<file path="config.mk">
export PLATFORM = sky130hd
export DESIGN_NAME = mips_muldiv_unit
export DESIGN_NICKNAME = d
export VERILOG_FILES = /design/src/rtl/mips_muldiv_unit.sv
export SDC_FILE = /design/constraint.sdc
export NUM_CORES = 1
export LEC_CHECK = 0
export ABC_CLOCK_PERIOD_IN_PS = 19900
export CORE_ASPECT_RATIO = 0.6
export CORE_UTILIZATION = 45
export DETAILED_ROUTE_END_ITERATION = 7
export PLACE_DENSITY_LB_ADDON = 0.2
export SYNTH_ARGS = -nofsm -noshare
export SYNTH_HDL_FRONTEND = slang
export SYNTH_SLANG_ARGS = --single-unit
export TNS_END_PERCENT = 20
</file>
<file path="constraint.sdc">
create_clock -name clk -period 19.9 [get_ports clk]
set_input_delay 4.975 -clock clk [delete_from_list [all_inputs] [get_ports clk]]
set_output_delay 4.975 -clock clk [all_outputs]
set_load 0.03 [all_outputs]
</file>
<file path="src/rtl/mips_muldiv_unit.sv">
// Iterative MIPS multiply/divide unit (MULT, MULTU, DIV, DIVU) with HI/LO result registers.
// One radix-2 step per cycle; signed ops run on magnitudes and are corrected in a final cycle.
module mips_muldiv_unit #(
  parameter int WIDTH = 32
) (
  input  logic             clk,
  input  logic             reset,
  input  logic             signal_start,
  input  logic [1:0]       op,
  input  logic [WIDTH-1:0] operand_a,
  input  logic [WIDTH-1:0] operand_b,
  output logic [WIDTH-1:0] hi,
  output logic [WIDTH-1:0] lo,
  output logic             busy,
  output logic             done,
  output logic             div_zero
);

  localparam int CW = $clog2(WIDTH);

  typedef enum logic [2:0] {
    S_IDLE,
    S_CALC,
    S_FIX,
    S_DONE,
    S_DZERO
  } state_t;

  state_t             state;
  logic               is_div_q;
  logic [WIDTH-1:0]   b_abs;
  logic [2*WIDTH-1:0] acc;
  logic               neg_res;
  logic               neg_rem;
  logic [CW-1:0]      count;

  // Decode of the incoming request: op[1] selects divide, op[0]=0 selects signed.
  logic             in_div;
  logic             in_signed;
  logic             a_neg;
  logic             b_neg;
  logic [WIDTH-1:0] a_abs_in;
  logic [WIDTH-1:0] b_abs_in;

  // NOTE: every always_comb output gets a default first so no latch is inferred.
  always_comb begin
    in_div    = op[1];
    in_signed = ~op[0];
    a_neg     = in_signed & operand_a[WIDTH-1];
    b_neg     = in_signed & operand_b[WIDTH-1];
    a_abs_in  = a_neg ? -operand_a : operand_a;
    b_abs_in  = b_neg ? -operand_b : operand_b;
  end

  // Multiply keeps {partial_high, multiplier} in acc and shifts right;
  // divide keeps {remainder, dividend/quotient} and shifts left.
  logic [WIDTH:0]     mul_sum;
  logic [2*WIDTH-1:0] mul_next;
  logic [WIDTH:0]     div_trial;
  logic [2*WIDTH-1:0] div_next;

  always_comb begin
    mul_sum   = {1'b0, acc[2*WIDTH-1:WIDTH]} + (acc[0] ? {1'b0, b_abs} : '0);
    mul_next  = {mul_sum, acc[WIDTH-1:1]};
    // Remainder stays below the divisor, so bit WIDTH of the trial is a clean borrow flag.
    div_trial = acc[2*WIDTH-1:WIDTH-1] - {1'b0, b_abs};
    if (div_trial[WIDTH])
      div_next = {acc[2*WIDTH-2:0], 1'b0};
    else
      div_next = {div_trial[WIDTH-1:0], acc[WIDTH-2:0], 1'b1};
  end

  // Signed correction applied in FIX.
  logic [2*WIDTH-1:0] prod_fix;
  logic [WIDTH-1:0]   quo_fix;
  logic [WIDTH-1:0]   rem_fix;

  always_comb begin
    prod_fix = neg_res ? -acc : acc;
    quo_fix  = neg_res ? -acc[WIDTH-1:0] : acc[WIDTH-1:0];
    rem_fix  = neg_rem ? -acc[2*WIDTH-1:WIDTH] : acc[2*WIDTH-1:WIDTH];
  end

  // NOTE: sequential state uses non-blocking assignments only.
  always_ff @(posedge clk or posedge reset) begin
    if (reset) begin
      state    <= S_IDLE;
      is_div_q <= 1'b0;
      b_abs    <= '0;
      acc      <= '0;
      neg_res  <= 1'b0;
      neg_rem  <= 1'b0;
      count    <= '0;
      hi       <= '0;
      lo       <= '0;
      busy     <= 1'b0;
      done     <= 1'b0;
      div_zero <= 1'b0;
    end else begin
      case (state)
        S_IDLE: begin
          done <= 1'b0;
          if (signal_start) begin
            is_div_q <= in_div;
            b_abs    <= b_abs_in;
            neg_res  <= a_neg ^ b_neg;
            neg_rem  <= in_div & a_neg;
            count    <= '0;
            div_zero <= 1'b0;
            busy     <= 1'b1;
            if (in_div && operand_b == '0) begin
              // Raw dividend is kept so HI reports it unchanged.
              acc   <= {{WIDTH{1'b0}}, operand_a};
              state <= S_DZERO;
            end else begin
              acc   <= {{WIDTH{1'b0}}, a_abs_in};
              state <= S_CALC;
            end
          end
        end
        S_CALC: begin
          acc   <= is_div_q ? div_next : mul_next;
          count <= count + 1'b1;
          if (count == CW'(WIDTH - 1))
            state <= S_FIX;
        end
        S_FIX: begin
          if (is_div_q) begin
            hi <= rem_fix;
            lo <= quo_fix;
          end else begin
            hi <= prod_fix[2*WIDTH-1:WIDTH];
            lo <= prod_fix[WIDTH-1:0];
          end
          busy  <= 1'b0;
          done  <= 1'b1;
          state <= S_DONE;
        end
        S_DZERO: begin
          hi       <= acc[WIDTH-1:0];
          lo       <= '1;
          div_zero <= 1'b1;
          busy     <= 1'b0;
          done     <= 1'b1;
          state    <= S_DONE;
        end
        S_DONE: begin
          done  <= 1'b0;
          state <= S_IDLE;
        end
        default: begin
          busy  <= 1'b0;
          done  <= 1'b0;
          state <= S_IDLE;
        end
      endcase
    end
  end

endmodule

</file>
==> After elaboration in Yosys (flattened, before gate mapping) <==
Index checks and enable logic that the tools add are counted.
{ "totals": {"register_bits": 174, "input_bits": 69, "output_inout_bits": 67, "word_cells": 72} }
{ "classes": {"n_addsub": 8, "eq_ne": 7, "muxes": 26, "n_bitwise": 6, "n_reduce_logical": 13} }
{ "op_table": {"columns": ["cell", "n"], "rows": [
  ["$mux 32", 8],
  ["$mux 64", 4],
  ["$neg 32->32", 4],
  ["$pmux 32 s2", 2],
  ["$pmux 64 s2", 1],
  ["$neg 64->64", 1],
  ["$add 32x32->33", 1],
  ["$sub 33x32->33", 1],
  ["$logic_not 32->1", 1],
  ["$pmux 5 s2", 1],
  ["$reduce_and 2->1", 5],
  ["$mux 3", 3],
  ["$pmux 3 s3", 1],
  ["$eq 3x2->1 const B", 2],
  ["$pmux 1 s2", 3],
  ["$reduce_bool 2->1", 3],
  ["$add 5x1->5 const B", 1],
  ["$eq 5x5->1 const B", 1],
  ["$mux 5", 1],
  ["$ne 2x2->1 const B", 2],
  ["$reduce_or 2->1", 2],
  ["$and 1x1->1", 3],
  ["$eq 3x1->1 const B", 1],
  ["$eq 3x3->1 const B", 1],
  ["other kinds (5)", 7]
]} }

==> Longest topological paths before layout <==
Gate-level depths: netlist of the first run.
{ "logic_depth": {"depth_word": 6, "ltp_mapped": 15, "depth_no_buf": 13} }

==> Least setup slack after synthesis of the first run <==
OpenSTA, ideal clock, no wires.
{ "synth_path": {"kind": "input port to flip-flop", "startpoint": "input port operand_b[0]", "endpoint": "register acc[1]", "setup_time_ns": 0.137, "t_arrival_ns": 7.073, "required_time_ns": 19.763, "slack_ns": 12.690, "cell_stages": 13, "n_path_buf": 3, "path_cell_list": "inv_1 ha_1 nor3b_1 and4_1 clkbuf_1 nand4_2 nor4_4 nand4b_2 and2_1 buf_6 buf_6 a211oi_1 o22ai_1"} }
{ "synth_via": {"elab_chain_len": 5} }
{ "synth_lines": {"columns": ["element", "line_no", "text"], "rows": [
  ["start: declaration", "11", "input logic [WIDTH-1:0] operand_b,"],
  ["$logic_not 32->1", "111", "if (in_div && operand_b == '0) begin"],
  ["$logic_and 1x1->1", "111", null],
  ["$mux 32", "111", null],
  ["$mux 64", "103", "if (signal_start) begin"],
  ["$pmux 64 s2", "100", "case (state)"],
  ["end signal: assignment", "113", "acc <= {{WIDTH{1'b0}}, operand_a};"],
  ["end signal: assignment", "116", "acc <= {{WIDTH{1'b0}}, a_abs_in};"],
  ["end signal: assignment", "122", "acc <= is_div_q ? div_next : mul_next;"],
  ["end: declaration", "32", "logic [2*WIDTH-1:0] acc;"]
]} }
No other way between the ends. The select of a mux whose other input is x is not followed.
A chain may end at the register's enable or synchronous reset.

==> Worst setup path in the final report of the first run <==
{ "layout_path": {"startpoint": "input port operand_b[1]", "endpoint": "register acc[26]"} }
Same word-level chain as after synthesis.

==> summary.txt, run 1 <==
Area fraction of the dominant cell type after synthesis - 31.0%
Tot Pwr - 3.31 mW
Leading post-synthesis cells by cell area - dfrtp_1 31%, ha_1 6.2%, o21ai_0 6.2%
Number of global-route vias before repair - 12500
Clock power share - 10.8%
Sequential fraction of the synthesis area - 31.0%
Port Buffer Count - 135
Synth cell types - 85
Dpl hpwl - 36.8 mm
Reg2reg setup slack - 15.34 ns
Clk_lat worst skew - 0.46 ns
CP max FO - 25
Root Buffer - clkbuf_16
Sw frac - 53.1%
CTS tree - done
Clk sinks - 174
Remaining antenna violation count after routing - 0
Mapped Nets - 1898
Final nets - 1964
Synthesized area per cell - 8.00 um2
Fin. Hold Viols - 0
WL per Instance - 21.8 um
Fraction of registers with async set/reset - 100%
Share of cells above drive strength 1 - 4.52%
Initial antenna violation count - 1
GPL Wtd Cong - 0.960
CP Class - in -> reg
DR vias/cell - 6.12
PwrDens - 204 nW/um2
Area added between synthesis and finish - 15.3%
CTS buffer count - 17
Commonest non-fill, non-tap cells in the layout - 178 x nor2_1, 174 x o21ai_0, 173 x dfrtp_1, 159 x a21oi_1, 158 x nand2_1
Slew @ Worst Pin - 1.29 ns
Post-synth top area cell - dfrtp_1
Hold WC Path Type - reg -> reg
Yosys reg bits - 174
Drt first-iter violations - 1563
Status - finished clean
Psw - 1.76 mW
Reg clk slew, reported paths - 0.08 ns
Number of remaining DRC errors - 0
FP Rows - 49
Reg2reg path depth - 11
Diode count - 0
Die Area - 32000 um2
CTS H-tree lvls - 4
Final min period - 7.80 ns
Max Cap Viol - 0
Post-synth EDFFs - 0
Largest net degree at the start of global routing - 84
Core Area - 30300 um2
Commonest non-fill, non-tap cell in the layout - nor2_1
Syn Std Cell Area - 14100 um2
P_leak - 6.84 nW
Worst hold path depth - 2
Vias - 13700
Comb power frac - 65.3%
First-pass GRT wire length - 74.9 mm
I/O pins - 136
Die Ht - 139 um
Headroom to the max-slew limit - 13.0%
Die Width - 230 um
Clk_skew - 0.0109 ns
Maximum achievable frequency - 128 MHz
Post_cts resized - 0
Sequential Power Share - 24.0%
DRT Pass-1 Iters - 6
Max-slew violation count - 0
GR Util All Layers - 30.5%
Mapped Cells - 1757
CP Launch Type - input pin
Critical Path Sink Type - flop
Final setup violation count - 0
Internal - 1.55 mW
Clock buffer depth - 2
Setup TNS - 0 ns
CP Data Required Time - 20.20 ns
Synth warn - 0
Final period util - 39.2%
Arr. time, crit path - 8.10 ns
Postcts setup bufs - 0
# hold bufs at CTS - 0
RSZ-0062 raised after global routing - false
Total wire length - 48.9 mm
GR Overflow Total - 0
Starting Density - 46.3%
Top FF cell, synth - dfrtp_1
Peak VDD IR - 0.106 mV
==> cell families (layout without fill, tap and decap cells) <==
family                     Yosys count  in the layout  synth area share (%)
and+or+nand+nor                    558            558                  19.0
AOI/OAI and AO/OA                  560            560                  24.4
buffers and inverters              176            254                  5.09
DFF                                174            174                  31.0
xor gates and xnor gates           168            168                  10.5
muxes                               49             49                  3.50
adders and majority gates           72             72                  6.52
==> worst max-delay path, cell delays in order <==
cell and delay [ns]:
clkdlybuf4s50_1 0.44, inv_1 0.07, ha_1 0.18, nor3b_1 0.32
and4_1 0.38, nand4_2 0.18, nor4_4 0.31, nand4b_2 0.25
and2_1 0.50, o21ai_0 0.23, xor2_1 0.16, o21ai_0 0.10
==> sequential cells by signal (all words and copies together) (netlist names) <==
register / cells
acc: 64
b_abs: 32
busy: 1
count: 5
div_zero: 1
done: 1
hi: 32
is_div_q: 1
lo: 32
neg_rem: 1
neg_res: 1
state: 3
==> power by group through the flow <==
stage                     combinational (mW)  sequential [mW]  clock (mW)
final                                   2.16            0.793       0.357
after global routing                    2.34            0.809       0.373
after CTS                               2.11            0.777       0.356
after detailed placement                2.10            0.783           0
after global placement                  2.07            0.780           0
after floorplan                         1.50            0.731           0
==> Yosys cell counts, types with 34 or more instances <==
master	number
nor2_1	180
dfrtp_1	174
o21ai_0	174
a21oi_1	159
nand2_1	158
xor2_1	87
xnor2_1	81
clkbuf_1	80
ha_1	70
inv_1	70
nor3_1	50
mux2i_1	48
a22oi_1	36
nand3_1	34
==> worst paths after layout <==
check                                      startpoint                     to
worst max-delay path                     operand_b[1]    acc[26]$_DFFE_PP0P_
max in group asynchronous                       reset   is_div_q$_DFFE_PP0P_
worst max register to register  b_abs[19]$_DFFE_PP0P_    acc[58]$_DFFE_PP0P_
worst min register to register  b_abs[15]$_DFFE_PP0P_  b_abs[15]$_DFFE_PP0P_
worst min-delay path            b_abs[15]$_DFFE_PP0P_  b_abs[15]$_DFFE_PP0P_
min in group asynchronous                       reset   count[4]$_DFFE_PP0P_
==> stage by stage <==
stage / instances / utilization (%) / setup slack, ns / area (um2) / hold slack, ns
after CTS: 2242 / 53.4 / 12.18 / 16200 / 0.489
after floorplan: 1757 / - / 10.21 / 14100 / 0.450
final: 2243 / 53.4 / 12.10 / 16200 / 0.484
after global placement: 2211 / 51.5 / 11.76 / 15600 / 0.462
after detailed placement: 2211 / 51.5 / 11.72 / 15600 / 0.472
after global routing: 2243 / 53.4 / 11.82 / 16200 / 0.518
==> routing by layer <==
layer | routed length (um) | up-vias | track usage, %
met4 | 384 | 0 | 5.33
met3 | 5890 | 36 | 11.2
met1 | 23900 | 6640 | 47.8
met2 | 18700 | 636 | 39.2
li1 | - | 6413 | -
met5 | 0 | - | 0
==> final cells by class <==
class	count	area (um2)
fill	2870	14100
multi-input combinational	1407	9000
sequential	174	4360
timing repair buffer	153	1480
tap	408	510
clock buffer	20	457
inverter	70	268
clock inverter	11	133
Power figures use the tool's default switching activity.
==> run 2: changes to the inputs <==
--- a/config.mk
+++ b/config.mk
@@ -5,7 +5,7 @@
 export SDC_FILE = /design/constraint.sdc
 export NUM_CORES = 1
 export LEC_CHECK = 0
-export ABC_CLOCK_PERIOD_IN_PS = 19900
+export ABC_CLOCK_PERIOD_IN_PS = 7350
 export CORE_ASPECT_RATIO = 0.6
 export CORE_UTILIZATION = 45
 export DETAILED_ROUTE_END_ITERATION = 7
==> constraint.sdc (replaced) <==
create_clock -name clk -period 7.35 [get_ports clk]
set_input_delay 1.8375 -clock clk [delete_from_list [all_inputs] [get_ports clk]]
set_output_delay 1.8375 -clock clk [all_outputs]
set_load 0.03 [all_outputs]
==> summary.txt, run 2 (synthesized netlist as in run 1, its figures left out) <==
Clock power share - 10.2% (was 10.8%)
Worst setup startpoint - acc[0]$_DFFE_PP0P_ (was operand_b[1])
Clk sinks - 174 (unchanged)
First-pass GRT wire length - 74.3 mm (was 74.9 mm)
Hold slack - 0.483 ns (was 0.484 ns)
Placed Cells - 2212 (was 2211)
DR vias/cell - 6.15 (was 6.12)
I/O pins - 136 (unchanged)
GR Util met1 - 48.6% (was 47.8%)
Commonest non-fill, non-tap cell in the layout - nor2_1 (unchanged)
GRT met3 Usage - 9.81% (was 11.2%)
Root Buffer - clkbuf_16 (unchanged)
Comb power frac - 65.8% (was 65.3%)
Reg clk slew, reported paths - 0.07 ns (was 0.08 ns)
DRT Pass-1 Iters - 6 (unchanged)
GR Util All Layers - 30.0% (was 30.5%)
Clk_lat worst skew - 0.45 ns (was 0.46 ns)
Diode count - 0 (unchanged)
Share of cells above drive strength 1 - 4.41% (was 4.52%)
Filler instances - 2857 (was 2870)
GPL Wtd Cong - 0.965 (was 0.960)
CTS tree - done (unchanged)
M2 GR Usage - 37.5% (was 39.2%)
Tot Pwr - 8.89 mW (was 3.31 mW)
Critical Path Sink Type - flop (unchanged)
Headroom to the max-slew limit - 16.0% (was 13.0%)
Max reg flops - 64 (unchanged)
Psw - 4.71 mW (was 1.76 mW)
Maximum achievable frequency - 208 MHz
Peak VDD IR - 0.226 mV (was 0.106 mV)
Die Ht - 139 um (unchanged)
Commonest non-fill, non-tap cells in the layout - 178 x nor2_1, 174 x o21ai_0, 173 x dfrtp_1, 159 x a21oi_1, 158 x nand2_1 (unchanged)
CP Data Required Time - 7.63 ns (was 20.20 ns)
Slew @ Worst Pin - 1.25 ns (was 1.29 ns)
Starting Density - 46.3% (unchanged)
Largest net degree at the start of global routing - 97 (was 84)
Internal - 4.18 mW (was 1.55 mW)
Dpl hpwl - 36.8 mm (about the same)
Gr busiest metal - met1 (unchanged)
RSZ-0062 raised after global routing - false (unchanged)
Postcts setup bufs - 0 (unchanged)
Die Area - 32000 um2 (unchanged)
CP Launch Type - flop (was input pin)
Sw frac - 53.0% (was 53.1%)
Clock buffer depth - 2 (unchanged)
Final cell count without fillers - 2243 (unchanged)
Hold Startpoint - b_abs[20]$_DFFE_PP0P_ (was b_abs[15]$_DFFE_PP0P_)
Initial antenna violation count - 0 (was 1)
Vias - 13800 (was 13700)
Final nets - 1964 (unchanged)
Number of global-route vias before repair - 12400 (was 12500)
Remaining antenna violation count after routing - 0 (unchanged)
Max Cap Viol - 0 (unchanged)
Final setup violation count - 0 (unchanged)
Core Area - 30300 um2 (unchanged)
Clk_skew - 0.0109 ns (about the same)
Final period util - 65.4%
Arr. time, crit path - 5.09 ns (was 8.10 ns)
Sequential Power Share - 24.0% (about the same)
CTS H-tree lvls - 4 (unchanged)
GR Overflow Total - 0 (unchanged)
Critical R2R Launch - acc[0]$_DFFE_PP0P_ (was b_abs[19]$_DFFE_PP0P_)
Hold WC Path Type - reg -> reg (unchanged)
Status - finished clean (unchanged)
Fin. Hold Viols - 0 (unchanged)
Drt first-iter violations - 1508 (was 1563)
Area added between synthesis and finish - 15.2% (was 15.3%)
Final min period - 4.81 ns
Total wire length - 48.6 mm (was 48.9 mm)
CP max FO - 17 (was 25)
Port Buffer Count - 135 (unchanged)
CTS buffer count - 17 (unchanged)
P_leak - 6.82 nW (was 6.84 nW)
WL per Instance - 21.7 um (was 21.8 um)
Number of remaining DRC errors - 0 (unchanged)
CP Class - reg -> reg (was in -> reg)
Die Width - 230 um (unchanged)
Register with the most flip-flops - acc (unchanged)
# hold bufs at CTS - 0 (unchanged)
FP Rows - 49 (unchanged)
Max-slew violation count - 0 (unchanged)
Post_cts resized - 0 (unchanged)
Setup TNS - 0 ns (unchanged)
PwrDens - 549 nW/um2 (was 204 nW/um2)
run 2: changes by cell type in the layout (fill, tap and decap cells not counted):
| cell | previous run | this run |
|---|---|---|
| clkinvlp_4 | 3 | 4 |
| inv_8 | 2 | 0 |
| clkbuf_1 | 1 | 3 |
| bufinv_16 | 2 | 1 |
| buf_4 | 17 | 18 |
| clkinv_4 | 0 | 1 |
| inv_6 | 3 | 2 |
| clkbuf_8 | 2 | 3 |
| clkbuf_2 | 1 | 0 |
| clkinv_2 | 2 | 1 |
run 2: cell type report:
class	instances	area (um2)	share of cell area (%)
timing repair buffer	153	1490	9.18
inverter	70	268	1.65
clock inverter	8	82.6	0.510
multi-input combinational	1407	9000	55.6
tap	408	510	3.15
sequential	174	4360	26.9
clock buffer	23	478	2.95
run 2: final timing paths:
kind	end	slack, ns	cells after the start
max in group asynchronous	hi[22]$_DFFE_PP0P_	4.19	3
min in group asynchronous	count[4]$_DFFE_PP0P_	1.96	2
min reg2reg	b_abs[20]$_DFFE_PP0P_	0.48	2
max	acc[61]$_DFFE_PP0P_	2.54	13
min	b_abs[20]$_DFFE_PP0P_	0.48	2
max reg2reg	acc[61]$_DFFE_PP0P_	2.54	13
run 2: stage by stage:
step / worst slack (ns) / cell area [um2] / util (%)
final: 2.54 / 16200 / 53.3
after detailed placement: 2.16 / 15600 / 51.5
after global routing: 2.33 / 16200 / 53.3
after CTS: 2.63 / 16200 / 53.3
after floorplan: 0.796 / 14100 / -
after global placement: 2.36 / 15600 / 51.5
run 2: worst max-delay path, stage by stage, from the launching register on:
cell	delay, ns
dfrtp_1	0.53
inv_1	0.55
buf_4	0.39
nor2_1	0.08
ha_1	0.34
nand2b_1	0.10
a211o_1	0.32
a2111oi_1	0.99
nor4_1	0.28
o211ai_1	0.32
and2_1	0.27
a41oi_1	0.16
xor2_1	0.16
o221ai_1	0.13
run 2: power by group through the flow:
stage	Clock [mW]	Sequential (mW)	Combinational (mW)
finish	0.908	2.14	5.85
global placement	0	2.10	5.60
floorplan	0	1.98	4.07
CTS	0.908	2.10	5.72
detailed placement	0	2.11	5.69
global route	0.950	2.17	6.35
run 2: layer usage:
layer / share of wire (%) / wire length (um)
met5: 0 / 0
met4: 0.95 / 463
met3: 12 / 6000
met2: 38 / 18400
met1: 49 / 23700
